[src/rtl/fifo_reader_3d.sv]
// Reads 8-channel pixel words from an upstream FIFO, tags them with frame/row position,
// and streams NUM_IMG frames through a 2-entry output buffer; trailing pad frames are dropped.
module fifo_reader_3d #(
    parameter int DWIDTH      = 32,
    parameter int WIDTH       = 56,
    parameter int HEIGHT      = 56,
    parameter int NUM_IMG     = 1,
    parameter int NUM_PAD_IMG = 5
) (
    input  logic              clk,
    input  logic              reset,
    input  logic              fifo_empty,
    input  logic [DWIDTH-1:0] fifo_data_0,
    input  logic [DWIDTH-1:0] fifo_data_1,
    input  logic [DWIDTH-1:0] fifo_data_2,
    input  logic [DWIDTH-1:0] fifo_data_3,
    input  logic [DWIDTH-1:0] fifo_data_4,
    input  logic [DWIDTH-1:0] fifo_data_5,
    input  logic [DWIDTH-1:0] fifo_data_6,
    input  logic [DWIDTH-1:0] fifo_data_7,
    output logic              fifo_rdreq,
    input  logic              out_ready,
    output logic              out_valid,
    output logic [DWIDTH-1:0] out_data_0,
    output logic [DWIDTH-1:0] out_data_1,
    output logic [DWIDTH-1:0] out_data_2,
    output logic [DWIDTH-1:0] out_data_3,
    output logic [DWIDTH-1:0] out_data_4,
    output logic [DWIDTH-1:0] out_data_5,
    output logic [DWIDTH-1:0] out_data_6,
    output logic [DWIDTH-1:0] out_data_7,
    output logic              out_sof,
    output logic              out_eol,
    output logic              out_eof,
    output logic [9:0]        frame_idx,
    output logic              done,
    output logic              error
);

    localparam int CW = (WIDTH > 1) ? $clog2(WIDTH) : 1;
    localparam int RW = (HEIGHT > 1) ? $clog2(HEIGHT) : 1;
    localparam logic [CW-1:0] COL_LAST = CW'(WIDTH - 1);
    localparam logic [RW-1:0] ROW_LAST = RW'(HEIGHT - 1);
    localparam logic [9:0]    IMG_LAST = 10'(NUM_IMG - 1);
    localparam logic [9:0]    ALL_LAST = 10'(NUM_IMG + NUM_PAD_IMG - 1);

    typedef enum logic [1:0] {RUN, DISCARD, DONE} state_t;

    typedef struct packed {
        logic [7:0][DWIDTH-1:0] data;
        logic                   sof;
        logic                   eol;
        logic                   eof;
        logic [9:0]             fidx;
    } entry_t;

    state_t                 state;
    state_t                 state_next;
    logic                   inflight;
    logic [1:0]             occupancy;
    logic [2:0]             credit;
    entry_t                 head_entry;
    entry_t                 tail_entry;
    entry_t                 in_entry;
    logic [CW-1:0]          col;
    logic [RW-1:0]          row;
    logic [9:0]             frame;
    logic [7:0][DWIDTH-1:0] in_data;
    logic                   last_col;
    logic                   last_row;
    logic                   word_eof;
    logic                   push;
    logic                   pop;

    assign in_data  = {fifo_data_7, fifo_data_6, fifo_data_5, fifo_data_4,
                       fifo_data_3, fifo_data_2, fifo_data_1, fifo_data_0};
    assign last_col = (col == COL_LAST);
    assign last_row = (row == ROW_LAST);
    assign word_eof = last_col && last_row;

    always_comb begin
        in_entry      = '0;
        in_entry.data = in_data;
        in_entry.sof  = (col == '0) && (row == '0);
        in_entry.eol  = last_col;
        in_entry.eof  = word_eof;
        in_entry.fidx = frame;
    end

    // Routing follows the captured word's own frame count, so a word in flight across a state change lands correctly.
    assign push   = inflight && (frame <= IMG_LAST);
    assign pop    = out_valid && out_ready;
    assign credit = {1'b0, occupancy} + {2'b00, inflight} - {2'b00, pop};

    always_ff @(posedge clk) begin
        if (reset) state <= RUN;
        else       state <= state_next;
    end

    always_comb begin
        state_next = state;
        if (inflight && word_eof) begin
            if (frame == ALL_LAST)      state_next = DONE;
            else if (frame == IMG_LAST) state_next = DISCARD;
        end
    end

    // Looking at state_next stops a request in the cycle the final word is captured, so no word past the last frame is popped.
    always_comb begin
        fifo_rdreq = 1'b0;
        if (!reset && !fifo_empty && state_next != DONE)
            fifo_rdreq = (state == DISCARD) || (credit < 3'd2);
        done = (state == DONE) && (occupancy == 2'd0);
    end

    always_ff @(posedge clk) begin
        if (reset) begin
            inflight <= 1'b0;
            error    <= 1'b0;
        end else begin
            inflight <= fifo_rdreq;
            if (fifo_rdreq && fifo_empty) error <= 1'b1;
        end
    end

    always_ff @(posedge clk) begin
        if (reset) begin
            col   <= '0;
            row   <= '0;
            frame <= '0;
        end else if (inflight) begin
            if (last_col) begin
                col <= '0;
                if (last_row) begin
                    row   <= '0;
                    frame <= frame + 10'd1;
                end else begin
                    row <= row + RW'(1);
                end
            end else begin
                col <= col + CW'(1);
            end
        end
    end

    // Head entry drives the outputs; it only moves on a pop, which keeps the word stable while stalled.
    always_ff @(posedge clk) begin
        if (reset) begin
            occupancy  <= 2'd0;
            head_entry <= '0;
            tail_entry <= '0;
        end else begin
            case ({push, pop})
                2'b10: begin
                    if (occupancy == 2'd0) head_entry <= in_entry;
                    else                   tail_entry <= in_entry;
                    occupancy <= occupancy + 2'd1;
                end
                2'b01: begin
                    head_entry <= tail_entry;
                    occupancy  <= occupancy - 2'd1;
                end
                2'b11: begin
                    if (occupancy == 2'd1) begin
                        head_entry <= in_entry;
                    end else begin
                        head_entry <= tail_entry;
                        tail_entry <= in_entry;
                    end
                end
                default: ;
            endcase
        end
    end

    assign out_valid  = (occupancy != 2'd0);
    assign out_data_0 = head_entry.data[0];
    assign out_data_1 = head_entry.data[1];
    assign out_data_2 = head_entry.data[2];
    assign out_data_3 = head_entry.data[3];
    assign out_data_4 = head_entry.data[4];
    assign out_data_5 = head_entry.data[5];
    assign out_data_6 = head_entry.data[6];
    assign out_data_7 = head_entry.data[7];
    assign out_sof    = head_entry.sof;
    assign out_eol    = head_entry.eol;
    assign out_eof    = head_entry.eof;
    assign frame_idx  = head_entry.fidx;

endmodule

[config.mk]
export PLATFORM = sky130hd
export DESIGN_NAME = fifo_reader_3d
export DESIGN_NICKNAME = d
export VERILOG_FILES = /design/src/rtl/fifo_reader_3d.sv
export SDC_FILE = /design/constraint.sdc
export NUM_CORES = 1
export LEC_CHECK = 0
export CAP_MARGIN = 20
export CORE_ASPECT_RATIO = 0.9
export CORE_MARGIN = 2
export CORE_UTILIZATION = 45
export DETAILED_ROUTE_END_ITERATION = 16
export PLACE_DENSITY = 0.77
export SLEW_MARGIN = 20
export SYNTH_ARGS = -nofsm -noshare
export SYNTH_HDL_FRONTEND = slang
export SYNTH_SLANG_ARGS = --single-unit
[constraint.sdc]
create_clock -name clk -period 2.23 [get_ports clk]
set_input_delay 0.446 -clock clk [delete_from_list [all_inputs] [get_ports clk]]
set_output_delay 0.446 -clock clk [all_outputs]
set_load 0.01 [all_outputs]
# Word level (Yosys, flattened, before mapping)

Index checks and enable logic that the tools add are counted.

Bits in registers: 566
Input port bits: 260

$add $sub $neg: 7
Order comparisons: 2
Equal/unequal tests: 13
Muxes and demuxes: 13
Reductions and logical operators: 24

Operators with widths:

| kind                    | number |
|---|---|
| $mux W269               | 4 |
| $pmux W269 S3           | 1 |
| $pmux W269 S2           | 1 |
| $add A6 B1 Y6 const B   | 2 |
| $eq A6 B6 Y1 const B    | 2 |
| $logic_not A6 Y1        | 2 |
| $mux W6                 | 2 |
| $add A10 B1 Y10 const B | 1 |
| $eq A10 B3 Y1 const B   | 1 |
| $le A10 B1 Y1 const B   | 1 |
| $logic_not A10 Y1       | 1 |
| $logic_and A1 B1 Y1     | 9 |
| $ne A2 B2 Y1 const B    | 4 |
| $eq A2 B1 Y1 const B    | 3 |
| $eq A2 B2 Y1 const B    | 3 |
| $mux W2                 | 3 |
| $reduce_and A3 Y1       | 2 |
| $reduce_bool A2 Y1      | 3 |
| $pmux W2 S2             | 1 |
| $reduce_and A2 Y1       | 2 |
| $add A2 B1 Y3           | 1 |
| $lt A3 B2 Y1 const B    | 1 |
| $reduce_bool A3 Y1      | 1 |
| $sub A3 B1 Y3           | 1 |
| 6 further kinds         | 7 |

# Longest topological paths before layout

Gate-level depths: netlist (run 1).

Word-level depth: 8
Gate-level depth with buffers: 13
Gate-level depth less buffers: 12

# Worst setup path before layout (run 1)

No wires, ideal clock.

Kind: register -> output
Start: register occupancy[1]
End: output port fifo_rdreq
Arrival: 2.162 ns
Data required time: 1.784 ns
Path slack: -0.378 ns
Stages on the path, launching flop included: 12
Cells stage by stage: dfxtp_1 -> inv_1 -> ha_1 -> inv_2 -> nand2_1 -> inv_2 -> ha_1 -> nor2b_1 -> fa_1 -> o22ai_1 -> nand2_1 -> nor3_1

Longest elaborated chain between the ends: 6

Ends and longest elaborated chain:

| element                  | RTL line | text |
|---|---|---|
| start: declaration       | 60       | `logic [1:0] occupancy;` |
| start signal: assignment | 157      | `occupancy <= occupancy + 2'd1;` |
| start signal: assignment | 161      | `occupancy <= occupancy - 2'd1;` |
| $reduce_bool A2 Y1       | 176      | `assign out_valid = (occupancy != 2'd0);` |
| via out_valid            | 23       | `output logic out_valid,` |
| $logic_and A1 B1 Y1      | 92       | `assign pop = out_valid && out_ready;` |
| $sub A3 B1 Y3            | 93       | `assign credit = {1'b0, occupancy} + {2'b00, inflight} - {2'b00, pop};` |
| $lt A3 B2 Y1             | 112      | `fifo_rdreq = (state == DISCARD) \|\| (credit < 3'd2);` |
| $logic_or A1 B1 Y1       | 112      |  |
| $mux W1                  | 111      | `if (!reset && !fifo_empty && state_next != DONE)` |
| end: declaration         | 21       | `output logic fifo_rdreq,` |

The timed path passes the listed nets, and every way through them passes these cells.

# Worst setup path after layout (run 1)

Start: register occupancy[0]
End: register inflight

Longest elaborated chain between the ends: 6

Ends and longest elaborated chain:

| element                                                               | RTL line | text |
|---|---|---|
| parallel branches: the longest is 2 deep, another holds $add A2 B1 Y3 | n/a      |  |
| $sub A3 B1 Y3 (*)                                                     | 93       |  |
| $lt A3 B2 Y1 (*)                                                      | 112      |  |
| $logic_or A1 B1 Y1 (*)                                                | 112      |  |
| $mux W1 (*)                                                           | 111      |  |
| end signal: assignment                                                | 121      | `inflight <= fifo_rdreq;` |
| end: declaration                                                      | 59       | `logic inflight;` |

Every way passes the cells marked *.
A chain may end at the register's enable or synchronous reset.

==> impl_metrics.py, run 1 <==
metrics = {
    "synth": {
        "synth.top_cell.area_share_pct": 49.0,
        "synth_top_area_cell": "dfxtp_1",
        "yosysSeqAreaShare_pct": 49.0,
        "ys_ff_latch": 566,
        "mappedNetlistNets": 2857,
        "syn_area_um2": 23100,
        "synth_top_flop_cell": "dfxtp_1",
        "avgSynthCellArea_um2": 8.96,
        "yosysWarnings": 0,
        "postSynthCellCount": 2583,
        "synth-edff-count": 0,
        "async_flop_share_pct": 0,
        "yosys-top-cells-area": "dfxtp_1, a221oi_2, nand2_1, a21oi_1, nor3_1",
        "yosysUniqueCellTypes": 49,
    },
    "finish": {
        "final_core_util_pct": 69.1,
        "nets": 3461,
        "final_cell_mix": "dfxtp_1, nand2_1, clkdlybuf4s50_1",
        "area_delta_synth_final_pct": 51.3,
        "nFillCells": 3526,
        "drive_above_1_share_pct": 21.9,
        "final_common_cell": "dfxtp_1",
    },
    "cts": {
        "clockRootBuffer": "clkbuf_16",
        "cts_tree": "done",
        "ctsHoldBuffers": 0,
        "clk_latency_ns": 0.62,
        "clock_path_buffers": 3,
        "clkTransAtPathRegs_ns": 0.06,
        "cts_sinks": 566,
        "cts_made_buffers": 56,
        "cts.htree.levels": 2,
    },
    "floorplanning": {
        "die_height_um": 219,
        "core_area_um2": 50700,
        "initial_core_util_pct": 45.7,
        "ios": 533,
        "rows": 78,
        "dieArea_um2": 53300,
        "die_w_um": 243,
    },
    "grt": {
        "grt_max_degree": 167,
        "grt_pass1_vias": 22600,
        "met2_usage_pct": 48.4,
        "grt.total_usage_pct": 29.5,
        "met3_usage_pct": 7.69,
        "overflow": 0,
        "use_met1_pct": 35.2,
        "grt_busiest_layer": "met2",
        "grt_pass1_wl_mm": 126,
        "antenna_found_initial": 7,
    },
    "hold_path": {
        "hp-start": "fifo_data_1[6]",
        "hp-class": "input port to flop",
    },
    "setup_path": {
        "cp_max_fo": 2,
        "arrival_ns": 3.63,
        "startpoint": "occupancy[0]",
        "ff2ff_setup_slack_ns": -0.87,
        "endpoint_kind": "flop",
        "r2r-start": "occupancy[0]",
        "start_kind": "flop",
        "crit_required_ns": 2.77,
        "criticalPathCategory": "flop to flop",
    },
    "placed_design": {
        "gp_congestion": 0.843,
        "dp_hpwl_mm": 48.6,
        "port_buffers": 532,
        "place_ws_ns": -1.15,
    },
    "drt": {
        "drt_wl_total_mm": 83.6,
        "vias": 22700,
        "drt_iter0_drc": 1495,
        "wl_per_cell_um": 21.3,
        "drc_errors": 0,
        "first_pass_iters": 5,
        "drtAntennaViolNets": 0,
        "detail_route.vias_per_cell": 5.79,
    },
    "status": {
        "violations": "negative setup slack",
        "status": "finished with violations",
    },
    "sta": {
        "post-route-period-util_pct": 139,
        "hold_viol": 0,
        "max_freq_mhz": 323,
        "rsz0062_at_grt": "yes",
        "skew_ns": 0.0272,
        "worstMarginPinSlew_ns": 0.852,
        "finalSetupTns_ns": -94.31,
        "setup_slack_ns": -0.867,
        "hold_ws_ns": 0.426,
        "finalSetupViolations": 540,
        "slew_viol_final": 0,
        "timing.slew.headroom_pct": 43.2,
        "period_minus_slack_ns": 3.10,
    },
    "run": {
        "cap_violations": 0,
    },
    "power_and_ir_drop": {
        "p_per_area_nw_per_um2": 1420,
        "p_total_uw": 49700,
        "ir_drop_mv": 0.927,
        "power.leakage_uw": 0.0126,
    },
}
-- critical path: stages, from the launching register on --
cell and delay (ns):
dfxtp_2 0.33, inv_2 0.07, ha_4 0.15, inv_4 0.04
nand2_4 0.07, inv_6 0.04, ha_4 0.26, nor2b_4 0.03
fa_2 0.33, xnor2_1 0.14, o22ai_2 0.15, nand2_2 0.09
buf_4 0.14, buf_4 0.12, buf_4 0.12, buf_4 0.12
buf_4 0.12, buf_4 0.12, buf_4 0.12, buf_4 0.12
buf_4 0.12, buf_4 0.12, nor3_2 0.10
-- per-layer routing --
| layer | vias up | share of wire, % |
|---|---|---|
| li1 | 10400 | - |
| met1 | 11000 | 39 |
| met2 | 1083 | 48 |
| met3 | 292 | 8.0 |
| met4 | 0 | 5.7 |
| met5 | - | 0 |
-- cell usage after synthesis (5+ instances only) --
library cell and n:
inv_1 13, a221oi_1 68, nor3_1 237, buf_6 18, nor2_1 290, dfxtp_1 566, a221oi_2 200, ha_1 13
nand2_1 550, buf_4 5, nand3_1 9, a21oi_1 275, nor3_2 42, buf_2 84, nor2b_1 8, xnor2_1 10
clkbuf_1 136
-- power by group --
| part | switching, µW | internal, µW |
|---|---|---|
| Combinational | 12500 | 12000 |
| Clock | 4090 | 5190 |
| Sequential | 2320 | 13600 |
| Total | 18900 | 30800 |
-- cell families after synthesis --
kind of cell	Yosys count	synth area share, %
DFF	566	49.0
and+or+nand+nor	1163	22.0
AOI/OAI and AO/OA	561	22.1
adders and majority gates	14	0.789
muxes	5	0.238
buffers and inverters	260	5.34
xor gates and xnor gates	14	0.530
-- metrics by stage --
step           std cells  instance area, µm²
2_1_floorplan       2583               23500
6_report            3921               35000
4_1_cts             3894               34300
3_3_place_gp        3714               30300
3_5_place_dp        3714               30300
5_1_grt             3919               35000
-- area by class of cell --
cell class | instances | area [µm²] | area share, %
tap | 680 | 851 | 2.43
timing repair buffer | 789 | 9390 | 26.8
sequential | 566 | 11300 | 32.4
inverter | 15 | 66.3 | 0.189
antenna | 9 | 22.5 | 0.0643
clock inverter | 28 | 223 | 0.636
multi-input combinational | 1759 | 11600 | 33.0
clock buffer | 75 | 1570 | 4.49
-- sequential cells by signal, indices dropped and copies added, names as in the netlist --
signal      flops
out_sof         1
error           1
col             6
inflight        1
occupancy       2
out_data_6     32
out_eol         1
out_eof         1
tail_entry    269
row             6
out_data_7     32
out_data_4     32
out_data_5     32
frame_idx      10
out_data_3     32
out_data_0     32
state           2
out_data_2     32
frame          10
out_data_1     32
-- path summary, 6_finish.rpt --
| path | end | cells past startpoint |
|---|---|---|
| worst max-delay path | inflight | 22 |
| worst min-delay path | tail_entry[51] | 3 |
| worst max register to register | inflight | 22 |
| worst min register to register | tail_entry[56] | 2 |
-- what timing repair did --
action | in CTS | in global routing
setup endpoints to repair | 541 | 542
gates resized for setup | 133 | 64
buffers inserted | 37 | 12
cloned | 40 | 6
pin swaps | 28 | 6
(Power assumes the default switching activity.)
==> run 2, diff against run 1 <==
CAP_MARGIN = not set   (was 20)
==> results of run 2 <==
The final DEF is identical to that of run 1; final timing and power are the same.
==> patch 1, RTL diff (settings of run 1) <==
Change the parameter `DWIDTH` from 32 to 24.
--- a/src/rtl/fifo_reader_3d.sv
+++ b/src/rtl/fifo_reader_3d.sv
@@ -1,7 +1,7 @@
 // Reads 8-channel pixel words from an upstream FIFO, tags them with frame/row position,
 // and streams NUM_IMG frames through a 2-entry output buffer; trailing pad frames are dropped.
 module fifo_reader_3d #(
-    parameter int DWIDTH      = 32,
+    parameter int DWIDTH      = 24,
     parameter int WIDTH       = 56,
     parameter int HEIGHT      = 56,
     parameter int NUM_IMG     = 1,
Interface: changed (16 resized); port bits go from 533 to 405. No check against the original RTL was run, so the function may have changed too.
==> patch 1 against run 1 <==
- the flow still finishes with violations (negative setup slack)
- highest routed layer is now met5
- sequential cell count down 128
- clock skew down 0.0073 ns
- total power down 23%
- core utilization down 2.1 points
- synthesized area down 22%
- routed wire length down 29%
- sequential share of layout area up 0.66 points
- design area down 24%
- clock power down 19%
- cell count down 23%
- critical path type unchanged
- worst setup slack better by 0.14 ns
==> patch 1: results (changes against run 1) <==
| Metric | Value |
|---|---|
| Worst path max stage delay | 0.37 ns (was 0.33 ns) |
| Post-DP Area | 23800 µm² (was 30320 µm²) |
| Cells on Worst Hold Path | 2 (was 3) |
| Met2 global-route usage | 0.4498 (was 0.4839) |
| Switching share of power | 0.3695 (was 0.3806) |
| Main area contributors after synthesis | dfxtp_1, a221oi_2, nand2_1 (unchanged) |
| Final setup margin | -0.7317 ns (was -0.8670 ns) |
| Pleak | 0.009492 µW (was 0.01259 µW) |
| Post-synthesis sequential area ratio | 0.4832 (was 0.4896) |
| DRT iter0 DRCs | 1366 (was 1495) |
| Final HPWL DP | 36640 µm (was 48570 µm) |
| Share of cells above drive strength 1 | 0.2232 (was 0.2191) |
| Place WS | -0.9723 ns (was -1.155 ns) |
| Worst hold slack | 0.1247 ns (was 0.4265 ns) |
| Met3 Use GR | 0.05211 (was 0.07692) |
| Largest register FFs | 205 (was 269) |
| Critical Path Source | occupancy[1]$_SDFFE_PP0P_ (was occupancy[0]$_SDFFE_PP0P_) |
| Setup TNS | -108.57 ns (was -94.31 ns) |
| GR Util All Layers | 0.2722 (was 0.2948) |
| Nets | 2679 (was 3461) |
| M1 WL | 24210 µm (was 32410 µm) |
| Syn_nets | 2224 (was 2857) |
| Routed length on met3 | 4170 µm (was 6681 µm) |
| Initial antenna violation count | 6 (was 7) |
| Status | finished, violations left (unchanged) |
| Final setup viols | 414 (was 540) |
| Worst clock skew | 0.01987 ns (was 0.02718 ns) |
| Violated checks | negative setup slack (unchanged) |
| Top cells by count, synth | dfxtp_1, nand2_1, nor2_1, a21oi_1, nor3_1 (unchanged) |
-- patch 1: changes by cell type after synthesis, sizes merged, moves of 63 or more --
cell,run 1,this run
nand2,550,423
nor2,290,227
a221oi,268,205
dfxtp,566,438
a21oi,275,211
nor3,279,216
-- patch 1: power groups by stage --
stage	clock network, µW	logic [µW]	registers [µW]
final	7560	18500	12100
after global routing	8000	19800	12400
after CTS	7690	18200	12000
after detailed placement	0	16600	12100
after global placement	0	16300	12000
after floorplan	0	8080	12700
-- patch 1: repair_timing --
item | CTS | global route
gates resized for setup | 89 | 16
buffers inserted | 19 | 7
pin swaps | 10 | 5
cloned | 15 | 1
setup endpoints to repair | 411 | 414
-- patch 1: kinds of logic after synthesis --
family,share of synthesized area
AND/OR/NAND/NOR,0.2396
flip-flops,0.4832
AO/OA/AOI/OAI,0.2031
buffers and inverters,0.05419
XOR/XNOR,0.006757
adder cells (fa/ha/maj),0.01007
multiplexers,0.003034
-- patch 1: stage by stage --
| stage | total power, µW | cells |
|---|---|---|
| 2_1_floorplan | 20770 | 2014 |
| 3_3_place_gp | 28330 | 2912 |
| 3_5_place_dp | 28760 | 2912 |
| 4_1_cts | 37920 | 3020 |
| 5_1_grt | 40140 | 3032 |
| 6_report | 38190 | 3032 |
-- patch 1: final cells by class --
class | instances | area share
sequential | 438 | 0.3304
clock buffer | 61 | 0.04814
tap | 532 | 0.02506
multi-input combinational | 1374 | 0.3391
timing repair buffer | 595 | 0.2479
clock inverter | 13 | 0.006500
inverter | 15 | 0.002496
antenna | 4 | 0.0003768
==> patch 2, RTL diff (settings of run 1) <==
Made on the original files. Reset style: asynchronous (`reset`), changed in 4 clocked blocks.
--- a/src/rtl/fifo_reader_3d.sv
+++ b/src/rtl/fifo_reader_3d.sv
@@ -92,7 +92,7 @@
     assign pop    = out_valid && out_ready;
     assign credit = {1'b0, occupancy} + {2'b00, inflight} - {2'b00, pop};
 
-    always_ff @(posedge clk) begin
+    always_ff @(posedge clk or posedge reset) begin
         if (reset) state <= RUN;
         else       state <= state_next;
     end
@@ -113,7 +113,7 @@
         done = (state == DONE) && (occupancy == 2'd0);
     end
 
-    always_ff @(posedge clk) begin
+    always_ff @(posedge clk or posedge reset) begin
         if (reset) begin
             inflight <= 1'b0;
             error    <= 1'b0;
@@ -123,7 +123,7 @@
         end
     end
 
-    always_ff @(posedge clk) begin
+    always_ff @(posedge clk or posedge reset) begin
         if (reset) begin
             col   <= '0;
             row   <= '0;
@@ -144,7 +144,7 @@
     end
 
     // Head entry drives the outputs; it only moves on a pop, which keeps the word stable while stalled.
-    always_ff @(posedge clk) begin
+    always_ff @(posedge clk or posedge reset) begin
         if (reset) begin
             occupancy  <= 2'd0;
             head_entry <= '0;
Behaviour: differs if reset is asserted again (counterexample within 4 cycles, from zero or initial values and one cycle with reset high); with reset held inactive, the same outputs for 4 cycles.
==> patch 2 against run 1 <==
- the flow still finishes with violations (negative setup slack)
- core utilization down 4.7 points
- sequential cell count unchanged
- design area down 5.1%
- sequential power up 6%
- maximum frequency down 3.6%
- synthesized area up 1.5%
- total power down 8.8%
- clock skew down 0.0086 ns
- critical path depth down 11
- routed wire length down 14%
- worst setup slack worse by 0.12 ns
- critical path type is now flip-flop to output port
==> patch 2: results (changes against run 1) <==
| Metric | Value |
|---|---|
| Status | finished, violations left (unchanged) |
| Violated checks | negative setup slack (unchanged) |
| Later-pin clock latency in the skew report | 0.60 ns (was 0.62 ns) |
| M1 WL | 28940 µm (was 32410 µm) |
| Worst Reg-to-Reg Cells | 11 (was 22) |
| Routed wl met2 | 34810 µm (was 39790 µm) |
| Highest routed layer | met5 (was met4) |
| GR Util All Layers | 0.2603 (was 0.2948) |
| P_int | 29260 µW (was 30790 µW) |
| Slew HR | 0.6798 (was 0.4320) |
| First-pass GRT wire length | 111800 µm (was 125800 µm) |
| Final setup margin | -0.9824 ns (was -0.8670 ns) |
| Final HPWL DP | 49900 µm (was 48570 µm) |
| Final wirelength | 71850 µm (was 83620 µm) |
| Maximum VDD drop | 0.8737 mV (was 0.9271 mV) |
| Seq pwr | 16900 µW (was 15900 µW) |
| DRT iter0 DRCs | 1645 (was 1495) |
| Initial antenna violation count | 6 (was 7) |
| Worst hold slack | 0.2317 ns (was 0.4265 ns) |
| Share of cells above drive strength 1 | 0.1010 (was 0.2191) |
| Largest net degree at the start of global routing | 87 (was 167) |
| Final setup viols | 537 (was 540) |
| Routed length on met3 | 5084 µm (was 6681 µm) |
| Synth unique cells | 48 (was 49) |
| Met3 Use GR | 0.05264 (was 0.07692) |
| Post-synthesis sequential area ratio | 0.6029 (was 0.4896) |
| Clock buffer count from CTS | 57 (was 56) |
| Top cells by count, synth | nand2_1, dfrtp_1, a22oi_1, o21ai_1, clkbuf_1 (was dfxtp_1, nand2_1, nor2_1, a21oi_1, nor3_1) |
| Nets | 3368 (was 3461) |
| Worst r2r src | inflight$_DFF_PP0_ (was occupancy[0]$_SDFFE_PP0P_) |
| DR pass1 iterations | 6 (was 5) |
| Vias | 20720 (was 22720) |
| Met2 global-route usage | 0.4316 (was 0.4839) |
| CP max stage cell | fa_2 (was dfxtp_2) |
| Syn_nets | 2763 (was 2857) |
| Post-DP Area | 31110 µm² (was 30320 µm²) |
| Register-to-register setup slack | -0.28 ns (was -0.87 ns) |
| Final non-filler cell total | 3830 (was 3921) |
| Hold Path Class | input port to asynchronous set/reset pin (was input port to flip-flop) |
| Place WS | -1.156 ns (was -1.155 ns) |
| Main area contributors after synthesis | dfrtp_1, nand2_1, a22oi_1 (was dfxtp_1, a221oi_2, nand2_1) |
| Worst clock skew | 0.01853 ns (was 0.02718 ns) |
| Power per standard cell area | 1365 nW/µm² (was 1419 nW/µm²) |
| Comb group | 18400 µW (was 24500 µW) |
| Ys flop type | dfrtp_1 (was dfxtp_1) |
## patch 2: layout make-up
type | count | area, µm²
diodes | 4 | 10.01
clock buffers | 76 | 1610
clock inverters | 27 | 354.1
fillers | 3981 | 18370
inverters | 16 | 68.82
multi-input cells | 1726 | 8419
flip-flops and latches | 566 | 14160
well taps | 688 | 860.8
repair buffers | 727 | 7741
## patch 2: logic make-up (layout without fill, tap and decap cells)
logic type	after synthesis	count (layout)	synth area share
and+or+nand+nor	1129	1129	0.1881
AOI/OAI and AO/OA	566	566	0.1517
DFF	566	566	0.6029
buffers and inverters	197	846	0.04298
xor gates and xnor gates	15	15	0.005593
adders and majority gates	14	14	0.007777
muxes	2	2	0.0009054
other	0	4	0
## patch 2: critical path, delay by kind of cell, from the launching register on
| kind | cells | cell delay [ns] |
|---|---|---|
| flops | 1 | 0.39 |
| compound gates | 2 | 0.35 |
| fa+ha+maj | 3 | 0.78 |
| simple gates | 3 | 0.40 |
| buf+inv | 3 | 0.24 |
## patch 2: worst max path at each step
| stage | slack (ns) | endpoint | start | cells after the start |
|---|---|---|---|---|
| final | -0.98 | fifo_rdreq | occupancy[0]$_DFFE_PP0P_ | 11 |
| after global routing | -1.10 | fifo_rdreq | occupancy[0]$_DFFE_PP0P_ | 11 |
| after CTS | -1.05 | fifo_rdreq | occupancy[0]$_DFFE_PP0P_ | 11 |
| after detailed placement | -1.16 | fifo_rdreq | out_ready | 10 |
| after global placement | -1.14 | fifo_rdreq | out_ready | 10 |
| after floorplan | -5.92 | col[0]$_DFFE_PP0P_ | reset | 1 |
## patch 2: timing repair
item                       CTS  global route
buffers inserted             3             1
setup endpoints to repair  537           541
hold buffers                 0             0
pin swaps                    4             2
gates resized for setup     21             7
gates cloned                 2             1
